===== config.mk =====
export PLATFORM = sky130hd
export DESIGN_NAME = mem_port_arbiter
export DESIGN_NICKNAME = d
export VERILOG_FILES = /design/src/rtl/mem_port_arbiter.sv
export SDC_FILE = /design/constraint.sdc
export NUM_CORES = 1
export LEC_CHECK = 0
export ABC_CLOCK_PERIOD_IN_PS = 5000
export CAP_MARGIN = 15
export CORE_MARGIN = 8
export CORE_UTILIZATION = 43
export DETAILED_ROUTE_END_ITERATION = 12
export HOLD_SLACK_MARGIN = 0.06
export PLACE_DENSITY_LB_ADDON = 0.08
export SYNTH_ARGS = -nofsm -noshare
export SYNTH_HDL_FRONTEND = slang
export SYNTH_SLANG_ARGS = --single-unit

===== constraint.sdc =====
create_clock -name clk -period 5 [get_ports clk]
set_input_delay 0.75 -clock clk [delete_from_list [all_inputs] [get_ports clk]]
set_output_delay 0.75 -clock clk [all_outputs]
set_load 0.01 [all_outputs]

===== src/rtl/mem_port_arbiter.sv =====
// Arbitrates the unified memory port between instruction fetch and data access,
// one transaction at a time, data-first with a bounded starvation guard for fetch.
module mem_port_arbiter #(
  parameter int unsigned STARVE_LIMIT = 4
) (
  input  logic        clk,
  input  logic        rst_n,
  input  logic        if_req,
  input  logic [31:0] if_addr,
  input  logic        if_flush,
  output logic [31:0] if_rdata,
  output logic        if_done,
  output logic        if_stall,
  input  logic        d_req,
  input  logic        d_we,
  input  logic [31:0] d_addr,
  input  logic [31:0] d_wdata,
  input  logic [3:0]  d_be,
  output logic [31:0] d_rdata,
  output logic        d_done,
  output logic        d_stall,
  output logic        mem_req,
  output logic        mem_we,
  output logic [31:0] mem_addr,
  output logic [31:0] mem_wdata,
  output logic [3:0]  mem_be,
  input  logic        mem_ack,
  input  logic [31:0] mem_rdata
);

  localparam int unsigned CW = $clog2(STARVE_LIMIT + 1);

  typedef enum logic [1:0] {IDLE, IF_BUSY, D_BUSY, RESP} state_t;

  state_t          state, state_d;
  logic            mem_req_d, mem_we_d;
  logic [31:0]     mem_addr_d, mem_wdata_d;
  logic [3:0]      mem_be_d;
  logic [31:0]     rdata, rdata_d;
  logic            if_done_d, d_done_d;
  logic            kill, kill_d;
  logic [CW-1:0]   starve_cnt, starve_cnt_d;
  logic            if_req_eff, d_win;

  assign if_req_eff = if_req & ~if_flush;
  assign d_win      = d_req & (~if_req_eff | (starve_cnt < CW'(STARVE_LIMIT)));

  // Next-state and next-register values
  always_comb begin
    state_d      = state;
    mem_req_d    = mem_req;
    mem_we_d     = mem_we;
    mem_addr_d   = mem_addr;
    mem_wdata_d  = mem_wdata;
    mem_be_d     = mem_be;
    rdata_d      = rdata;
    if_done_d    = 1'b0;
    d_done_d     = 1'b0;
    kill_d       = kill;
    starve_cnt_d = starve_cnt;
    unique case (state)
      IDLE: begin
        if (d_win) begin
          state_d     = D_BUSY;
          mem_req_d   = 1'b1;
          mem_we_d    = d_we;
          mem_addr_d  = d_addr;
          mem_wdata_d = d_wdata;
          mem_be_d    = d_be;
          // Count data grants that bypass a waiting fetch; saturate at the limit
          if (!if_req_eff)
            starve_cnt_d = '0;
          else if (starve_cnt != CW'(STARVE_LIMIT))
            starve_cnt_d = starve_cnt + CW'(1);
        end else if (if_req_eff) begin
          state_d      = IF_BUSY;
          mem_req_d    = 1'b1;
          mem_we_d     = 1'b0;
          mem_addr_d   = if_addr;
          mem_wdata_d  = '0;
          mem_be_d     = 4'hF;
          starve_cnt_d = '0;
        end
      end
      IF_BUSY: begin
        if (if_flush) kill_d = 1'b1;
        if (mem_ack) begin
          rdata_d   = mem_rdata;
          mem_req_d = 1'b0;
          state_d   = RESP;
          if_done_d = ~(kill | if_flush);
        end
      end
      D_BUSY: begin
        if (mem_ack) begin
          rdata_d   = mem_rdata;
          mem_req_d = 1'b0;
          state_d   = RESP;
          d_done_d  = 1'b1;
        end
      end
      RESP: begin
        state_d = IDLE;
        kill_d  = 1'b0;
      end
      default: state_d = IDLE;
    endcase
  end

  always_ff @(posedge clk or negedge rst_n) begin
    if (!rst_n) begin
      state      <= IDLE;
      mem_req    <= 1'b0;
      mem_we     <= 1'b0;
      mem_addr   <= '0;
      mem_wdata  <= '0;
      mem_be     <= '0;
      rdata      <= '0;
      if_done    <= 1'b0;
      d_done     <= 1'b0;
      kill       <= 1'b0;
      starve_cnt <= '0;
    end else begin
      state      <= state_d;
      mem_req    <= mem_req_d;
      mem_we     <= mem_we_d;
      mem_addr   <= mem_addr_d;
      mem_wdata  <= mem_wdata_d;
      mem_be     <= mem_be_d;
      rdata      <= rdata_d;
      if_done    <= if_done_d;
      d_done     <= d_done_d;
      kill       <= kill_d;
      starve_cnt <= starve_cnt_d;
    end
  end

  assign if_rdata = rdata;
  assign d_rdata  = rdata;
  assign if_stall = if_req & ~if_done;
  assign d_stall  = d_req & ~d_done;

endmodule

==> qor.yml <==
status: "complete, no violations"
yosysMostFrequentCell: "dfrtp_1"
hold_viol: 0
finalSetupTns_ps: 0
globalRouteMet3Util_pct: 6.84
worst_pin_slew_ps: 1110
fin_crit_sh_pct: 56.1
clk_latency_ps: 350
drt-initial-drc-count: 258
cts_hold_buf: 0
cts_tree: "yes"
placed_cell_area_sq_mm: 0.00770
power_density_mw_per_mm2: 601
setup_violations: 0
min_path_type: "flop to flop"
avgSynthCellArea_sq_um: 12.2
final_util_pct: 67.8
core_sq_mm: 0.0119
grt_pass1_wl_mm: 26.0
crit_arrival_ps: 2060
whs_ps: 474
synth_area_sq_mm: 0.00515
crit_fanout: 5
drtPass1Iterations: 4
die_w_microns: 125
maxSlewViolCount: 0
reg2reg_slack_ps: 2610
ant_nets: 0
cts-htree-levels: 3
via_per_inst: 5.42
start_util_pct: 43.5
finalWirelength_mm: 16.3
num_vias: 4321
diodes: 0
synthesis.nets: 567
max-clock-path-buffers: 2
io_pins: 277
drive_above_1_share_pct: 9.85
clkTransAtPathRegs_ps: 70
multiInputGateArea_sq_mm: 0.00195
rows: 40
io_buffers: 276
nets: 791
numClockSinks: 110
yosysWarnings: 0
syn_to_final_growth_pct: 56.0
reg2reg_from: "state[0]"
grt_usage_pct: 20.5
vdd_ir_drop_max_mv: 0.241
required_ps: 4250
slew_headroom_pct: 25.7
numCtsBuffers: 9
yosysTopAreaCell: "dfrtp_1"
grtUsageMet2_pct: 34.6
synthTopCellsByArea: "dfrtp_1, mux2_2, o22a_1"
synth_top_area_share_pct: 53.4
startpoint: "if_req"
stdcell_area_sq_mm: 0.00804
synth_flop_cell: "dfrtp_1"
die_area_sq_mm: 0.0157
p_leak_uw: 0.00325
grtUsageMet1_pct: 24.0
grt_pass1_vias: 4626
postCtsSetupBuffers: 0
min_period_ps: 2810
overflow: 0
antenna_found_initial: 0
synth.distinct_cells: 31
ys_ff_latch: 110
ys_async_sr_fraction_pct: 100
fillCellCount: 945
gp_congestion: 0.778
die_height_microns: 125
drc_errors: 0
startpoint_type: "input port"
path_class: "input port to output pin"
synth-seq-area-share_pct: 53.4
top_usage_layer: "met2"
wl_per_cell_microns: 20.4
synthCells: 421
synth.top_cells.by_count: "dfrtp_1, buf_4, o22a_1, mux2_2, nand2_1"
maxCapViolations: 0
crit_path_end_kind: "output pin"
root_buffer: "clkbuf_16"
skew_ps: 10.0
max_freq_mhz: 356
dpl.hpwl_mm: 12.0
grt_max_degree: 102
regArea_sq_mm: 0.00275
cts_resized: 0
rsz0062_at_grt: "false"
min_from: "kill"
synth_enable_flop_cells: 0
critical path, stage by stage:
cell,delay [ps]
clkdlybuf4s50_1,580
nor2b_1,170
clkdlybuf4s50_1,550
per-stage QoR:
stage | power [uW] | std cells | setup slack [ps]
final | 4840 | 797 | 2190
after global routing | 5130 | 797 | 2130
after CTS | 4910 | 796 | 2180
after detailed placement | 4120 | 780 | 2020
after global placement | 4040 | 780 | 2060
after floorplan | 2850 | 421 | 3240
power by group:
| part | internal (uW) | switching [uW] |
|---|---|---|
| logic | 1500 | 983 |
| registers | 1320 | 266 |
| clock network | 454 | 319 |
| total | 3270 | 1570 |
cell type report:
cell class              count  area share, %
repair buffers            283           35.0
well taps                 147           2.29
clock inverters             5           1.01
clock buffers              11           3.02
multi-input cells         235           24.2
flip-flops and latches    110           34.2
inverters                   6          0.280
kinds of logic (layout without fill, tap and decap cells):
family                   count (synthesis)  after routing  share of synthesized area (%)
AO/OA/AOI/OAI                          142            142                           23.4
adder cells (fa/ha/maj)                  7              7                           1.70
buffers and inverters                   76            305                           8.91
flip-flops                             110            110                           53.4
multiplexers                            37             37                           8.03
AND/OR/NAND/NOR                         49             49                           4.56
sequential cells by signal, summed over array words and instances (netlist names):
name / count
mem_we: 1
mem_wdata: 32
d_done: 1
starve_cnt: 3
mem_be: 4
mem_addr: 32
state: 2
if_done: 1
d_rdata: 32
kill: 1
mem_req: 1
worst paths after layout:
path / endpoint / depth (start not counted)
hold / removal: if_done / 1
setup / recovery: if_stall / 3
max in group asynchronous: mem_addr[26] / 2
hold reg to reg: if_done / 1
min in group asynchronous: mem_addr[11] / 1
setup reg to reg: mem_addr[23] / 5
metal layers:
layer | part of all wire (%) | vias up | wire length, microns
li1 | - | 1987 | -
met1 | 41 | 2132 | 6680
met2 | 49 | 183 | 7970
met3 | 8.3 | 19 | 1340
met4 | 1.7 | 0 | 278
met5 | 0 | - | 0
placed cells by master (no fill, tap or decap), types with 7 or more instances in the layout:
cell type / synthesis / routed
clkdlybuf4s50_1: 0 / 274
mux2_2: 35 / 35
o22a_1: 36 / 36
dfrtp_1: 110 / 110
nand2_1: 35 / 35
ha_1: 7 / 7
o221ai_1: 32 / 32
a22o_1: 34 / 34
clkbuf_16: 0 / 9
buf_4: 41 / 7
a21boi_0: 32 / 32
Power figures use the tool's default switching activity.
